[src/rtl/ddr_read_arbiter.sv]
`default_nettype none
// ============================================================================
// ddr_read_arbiter: round-robin sharing of one DDR read port among FUs
// Revision: 1.0
// ============================================================================
module ddr_read_arbiter #(
    parameter int NumRequesters = 4,
    parameter int AddrWidth     = 32,
    parameter int DataWidth     = 32
) (
    input  logic                                    clk_i,
    input  logic                                    rst_ni,
    input  logic [NumRequesters-1:0][AddrWidth-1:0] req_addr_i,
    input  logic [NumRequesters-1:0]                req_r_en_i,
    output logic [DataWidth-1:0]                    req_r_data_o,
    output logic [NumRequesters-1:0]                req_r_valid_o,
    output logic [AddrWidth-1:0]                    ddr_address_o,
    output logic                                    ddr_r_en_o,
    input  logic [DataWidth-1:0]                    ddr_r_data_i,
    input  logic                                    ddr_r_valid_i,
    output logic                                    busy_o,
    output logic                                    err_o
);

    localparam int IdxW = $clog2(NumRequesters);

    typedef enum logic [1:0] {
        IDLE  = 2'd0,
        ISSUE = 2'd1,
        WAIT  = 2'd2
    } state_e;

    state_e                   state_q, state_d;
    logic [NumRequesters-1:0] pending_q, pending_d;
    logic [AddrWidth-1:0]     addr_q [NumRequesters];
    logic [AddrWidth-1:0]     addr_d [NumRequesters];
    logic [IdxW-1:0]          rr_ptr_q, rr_ptr_d;
    logic [IdxW-1:0]          owner_q, owner_d;
    logic                     ddr_r_en_q, ddr_r_en_d;
    logic [AddrWidth-1:0]     ddr_addr_q, ddr_addr_d;
    logic                     err_q, err_d;

    logic [IdxW-1:0]          w_winner;
    logic [IdxW-1:0]          w_scan;
    logic                     w_found;
    logic                     w_resp;
    logic [NumRequesters-1:0] w_clr;
    logic [NumRequesters-1:0] w_dup;

    function automatic logic [IdxW-1:0] wrap_inc(input logic [IdxW-1:0] idx);
        if (idx == IdxW'(NumRequesters - 1)) begin
            return '0;
        end
        return idx + IdxW'(1);
    endfunction

    // Cyclic search for the first pending requester at or above rr_ptr.
    always_comb begin
        w_found  = 1'b0;
        w_winner = '0;
        w_scan   = rr_ptr_q;
        for (int i = 0; i < NumRequesters; i++) begin
            if (!w_found && pending_q[w_scan]) begin
                w_found  = 1'b1;
                w_winner = w_scan;
            end
            w_scan = wrap_inc(w_scan);
        end
    end

    assign w_resp = (state_q == WAIT) && ddr_r_valid_i;

    always_comb begin
        w_clr = '0;
        if (w_resp) begin
            w_clr[owner_q] = 1'b1;
        end
    end

    // A re-pulse from the owner in its response cycle is a fresh request, not a duplicate.
    assign w_dup = req_r_en_i & pending_q & ~w_clr;

    always_comb begin
        state_d    = state_q;
        pending_d  = pending_q;
        addr_d     = addr_q;
        rr_ptr_d   = rr_ptr_q;
        owner_d    = owner_q;
        ddr_r_en_d = 1'b0;
        ddr_addr_d = ddr_addr_q;
        err_d      = err_q | (|w_dup) | (ddr_r_valid_i && (state_q != WAIT));

        for (int k = 0; k < NumRequesters; k++) begin
            if (w_clr[k]) begin
                pending_d[k] = 1'b0;
            end
            if (req_r_en_i[k] && !w_dup[k]) begin
                pending_d[k] = 1'b1;
                addr_d[k]    = req_addr_i[k];
            end
        end

        case (state_q)
            IDLE: begin
                if (w_found) begin
                    owner_d    = w_winner;
                    ddr_r_en_d = 1'b1;
                    ddr_addr_d = addr_q[w_winner];
                    state_d    = ISSUE;
                end
            end
            ISSUE: begin
                state_d = WAIT;
            end
            WAIT: begin
                if (ddr_r_valid_i) begin
                    rr_ptr_d = wrap_inc(owner_q);
                    state_d  = IDLE;
                end
            end
            default: begin
                state_d = IDLE;
            end
        endcase
    end

    always_ff @(posedge clk_i or negedge rst_ni) begin
        if (!rst_ni) begin
            state_q    <= IDLE;
            pending_q  <= '0;
            rr_ptr_q   <= '0;
            owner_q    <= '0;
            ddr_r_en_q <= 1'b0;
            ddr_addr_q <= '0;
            err_q      <= 1'b0;
            for (int k = 0; k < NumRequesters; k++) begin
                addr_q[k] <= '0;
            end
        end else begin
            state_q    <= state_d;
            pending_q  <= pending_d;
            rr_ptr_q   <= rr_ptr_d;
            owner_q    <= owner_d;
            ddr_r_en_q <= ddr_r_en_d;
            ddr_addr_q <= ddr_addr_d;
            err_q      <= err_d;
            addr_q     <= addr_d;
        end
    end

    assign req_r_data_o  = ddr_r_data_i;
    assign req_r_valid_o = w_clr;
    assign ddr_address_o = ddr_addr_q;
    assign ddr_r_en_o    = ddr_r_en_q;
    assign busy_o        = (|pending_q) || (state_q != IDLE);
    assign err_o         = err_q;

endmodule
`default_nettype wire

[config.mk]
export PLATFORM = sky130hd
export DESIGN_NAME = ddr_read_arbiter
export DESIGN_NICKNAME = d
export VERILOG_FILES = /design/src/rtl/ddr_read_arbiter.sv
export SDC_FILE = /design/constraint.sdc
export NUM_CORES = 1
export LEC_CHECK = 0
export ABC_CLOCK_PERIOD_IN_PS = 2400
export CORE_ASPECT_RATIO = 0.75
export CORE_MARGIN = 4
export CORE_UTILIZATION = 44
export CTS_CLUSTER_DIAMETER = 40
export CTS_CLUSTER_SIZE = 12
export DETAILED_ROUTE_END_ITERATION = 8
export HOLD_SLACK_MARGIN = 0.05
export PLACE_DENSITY = 0.83
export SETUP_SLACK_MARGIN = 0.3
export SYNTH_ARGS = -nofsm -noshare
export SYNTH_HDL_FRONTEND = slang
export SYNTH_SLANG_ARGS = --single-unit
[constraint.sdc]
create_clock -name clk_i -period 2.4 [get_ports clk_i]
set_input_delay 0.6 -clock clk_i [delete_from_list [all_inputs] [get_ports clk_i]]
set_output_delay 0.6 -clock clk_i [all_outputs]
set_load 0.005 [all_outputs]
==> metrics.md <==
| Metric | Value |
|---|---|
| Post-DRT Antenna Nets | `0` |
| Hold Buf Count CTS | `0` |
| Num rows | `43` |
| Outcome | `complete, but fails checks` |
| Worst Setup End Kind | `flop` |
| Largest net degree at the start of global routing | `53` |
| Clk buf depth | `2` |
| Final Hold Vio Count | `0` |
| Synth Register Bits | `172` |
| Sw Share | `36.6%` |
| DRC | `0` |
| Max-slew violations | `0` |
| Leakage | `0.00506 uW` |
| DR vias | `6467` |
| Worst-Skew Late Latency | `0.44 ns` |
| Number of global-route vias before repair | `6793` |
| PnR worst setup slack | `-0.0306 ns` |
| Number of synthesized flops with an enable pin | `0` |
| Placed inst area | `0.0106 sq mm` |
| CTS Buf Count | `17` |
| Required @ worst endpoint | `2.71 ns` |
| H-tree depth | `4` |
| Final setup viols | `11` |
| Critical-path cell list | `ha_4 -> buf_6 -> nor2b_1 -> a221o_1 -> o211ai_4 -> nand2_4 -> buf_12 -> a211oi_2 -> o31ai_1` |
| Worst-path fanout max | `22` |
| Crit-path slowest cell | `dfrtp_1` |
| First-pass GRT wire length | `37200 um` |
| Area of the mapped netlist | `0.00841 sq mm` |
| Final Critical Period | `2.43 ns` |
| Share of the yosys chip area belonging to registers | `51.2%` |
| Synth Instances | `713` |
| Initial antenna violation count | `3` |
| Layout cells sized above 1 | `37.0%` |
| Clock-pin transition on the worst setup and hold timing paths | `0.07 ns` |
| Die ar. | `0.0214 sq mm` |
| Fin area | `0.0119 sq mm` |
| Fin crit share | `101%` |
| # diodes | `0` |
| Total GRT Usage | `22.2%` |
| Power Density | `1420 mW/mm^2` |
| Die X | `168 um` |
| Maximum clock frequency | `411 MHz` |
| GPL Wtd Cong | `0.816` |
| CTS tree | `built` |
| Worst hold path class | `input pin to async pin` |
| DRT iter0 DRCs | `366` |
| WL final | `24100 um` |
| I/O Pins | `238` |
| DP HPWL | `15900 um` |
| CP Class | `flop to flop` |
| Area Growth Syn to Fin | `41.3%` |
| CP Launch Type | `flop` |
| Final net count | `1053` |
| Worst-margin pin slew | `0.537 ns` |
| Core region area | `0.0186 sq mm` |
| Synth cell types | `43` |
| Die H | `128 um` |
| Syn Nets | `885` |
| Vias per cell | `5.67` |
| Max-slew headroom | `64.2%` |
| Drt wl/cell | `21.2 um` |
| Synth Warn # | `0` |
| Sequential Power Share | `30.8%` |
| Comb power frac | `52.0%` |
| Top FF cell, synth | `dfrtp_1` |
| Peak VDD IR | `0.000870 V` |
| Final Skew | `0.0151 ns` |
| Net switching power | `6170 uW` |
| Cell-internal power | `10700 uW` |
| Failing checks | `negative setup slack` |
| Clock sink count | `172` |
| I/O Buffers | `173` |
| Crit path arrival time | `2.74 ns` |
| Clock network power share | `17.2%` |
| Synth async-reset ratio | `100%` |
| Max stage delay on crit path | `0.42 ns` |
| Congestion Overflow GR | `0` |
| Initial Util | `45.2%` |
| RSZ-0062 raised after global routing | `yes` |
| Drt first pass iters | `5` |
| Syn avg cell area | `11.8 sq um` |
| Worst Hold Slack | `0.121 ns` |
| Max Cap Viol | `0` |
| Root buf cell | `clkbuf_16` |
layout by cell type (no fill, tap or decap), types with 5 or more instances in the layout:
| master | n |
|---|---|
| a211oi_2 | 28 |
| and2_4 | 5 |
| and3_1 | 44 |
| and3_4 | 21 |
| buf_12 | 23 |
| buf_4 | 30 |
| buf_6 | 18 |
| clkbuf_16 | 17 |
| clkdlybuf4s50_1 | 166 |
| dfrtp_1 | 168 |
| inv_2 | 6 |
| mux2_1 | 8 |
| mux2_2 | 105 |
| mux2_4 | 16 |
| nand2_1 | 11 |
| nand2b_1 | 38 |
| nand3_1 | 35 |
| nor2_1 | 7 |
| nor2b_1 | 5 |
| o21ai_0 | 33 |
| o21ai_1 | 5 |
| o31ai_1 | 15 |
| o31ai_2 | 16 |
through the flow:
stage	std cells	setup slack [ns]	util [%]	setup TNS, ns	total power [uW]
after CTS	1133	0.000654	62.4	0	16400
after global placement	1085	-0.167	57.0	-2.05	12300
after global routing	1141	-0.132	63.8	-2.30	17800
after detailed placement	1085	-0.194	57.0	-4.34	12600
after floorplan	713	0.112	-	0	10000
final	1141	-0.0306	63.8	-0.148	16900
logic make-up (layout without fill, tap and decap cells):
logic type               after synthesis  in the layout  synth area share, %
AND/OR/NAND/NOR                      183            183                 12.4
buffers and inverters                101            282                 7.01
XOR/XNOR                               1              1                0.104
AO/OA/AOI/OAI                        120            120                 11.0
adder cells (fa/ha/maj)                5              5                0.744
flip-flops                           172            172                 51.2
multiplexers                         131            131                 17.5
final timing paths:
path	start	end	slack [ns]	cells after the start
max in group asynchronous	rst_ni	addr_q[42]$_DFFE_PN0P_	1.52	2
min in group clk_i	addr_q[18]$_DFFE_PN0P_	addr_q[18]$_DFFE_PN0P_	0.49	1
hold reg to reg	addr_q[18]$_DFFE_PN0P_	addr_q[18]$_DFFE_PN0P_	0.49	1
hold / removal	rst_ni	addr_q[95]$_DFFE_PN0P_	0.12	1
setup / recovery	rr_ptr_q[1]$_DFFE_PN0P_	ddr_address_o[10]$_DFFE_PN0P_	-0.03	9
setup reg to reg	rr_ptr_q[1]$_DFFE_PN0P_	ddr_address_o[10]$_DFFE_PN0P_	-0.03	9
timing repair:
action	in CTS	in global routing
endpoints found under the hold margin	0	0
pin swaps	6	10
cloned	2	0
setup endpoints to repair	40	61
resized for setup	81	51
buffers inserted	14	8
power by group through the flow:
stage / sequential [uW] / combinational, uW / clock [uW]
final: 5190 / 8780 / 2900
after global routing: 5350 / 9420 / 3060
after detailed placement: 5190 / 7390 / 0
after floorplan: 4950 / 5070 / 0
after CTS: 5170 / 8280 / 2940
after global placement: 5130 / 7190 / 0
state kept, by name, indices dropped and copies added, names as in the netlist:
name / flops
addr_q: 128
owner_q: 2
state_q: 2
err_o: 1
ddr_r_en_o: 1
ddr_address_o: 32
pending_q: 4
rr_ptr_q: 2
cell usage after synthesis (3+ instances only):
master,count,area [sq um]
o31ai_1,23,173
and2_1,6,37.5
nand2b_1,39,244
inv_1,8,30.0
dfrtp_1,172,4300
nor2b_1,5,31.3
a211oi_1,22,165
nor2_1,11,41.3
nand3_1,36,180
a31oi_1,3,18.8
and3_1,65,407
mux2_1,12,135
o31ai_2,9,113
buf_4,36,270
clkbuf_1,21,78.8
buf_2,29,145
a211oi_2,10,125
o21ai_0,38,190
buf_6,5,56.3
mux2_2,117,1320
nand2_1,15,56.3
ha_1,5,62.6
layout make-up:
type,instances,area (sq um)
inverters,9,33.8
multi-input cells,440,4000
well taps,247,309
repair buffers,241,2600
clock buffers,17,425
flip-flops and latches,172,4310
fillers,1400,6730
clock inverters,15,198
per-layer routing:
layer | global-route usage, % | share of wire, % | vias to the layer above
met4 | 6.01 | 1.9 | 6
met2 | 36.1 | 48 | 236
li1 | - | - | 2868
met1 | 28.8 | 42 | 3306
met3 | 7.34 | 7.9 | 51
met5 | 0 | 0.19 | -
worst max-delay path: cells and delay by family, from the launching register on:
kind	cells	cell delay, ns
compound gates	4	0.97
fa+ha+maj	1	0.36
flops	1	0.42
buf+inv	2	0.34
simple gates	2	0.19
(Power assumes the default switching activity.)
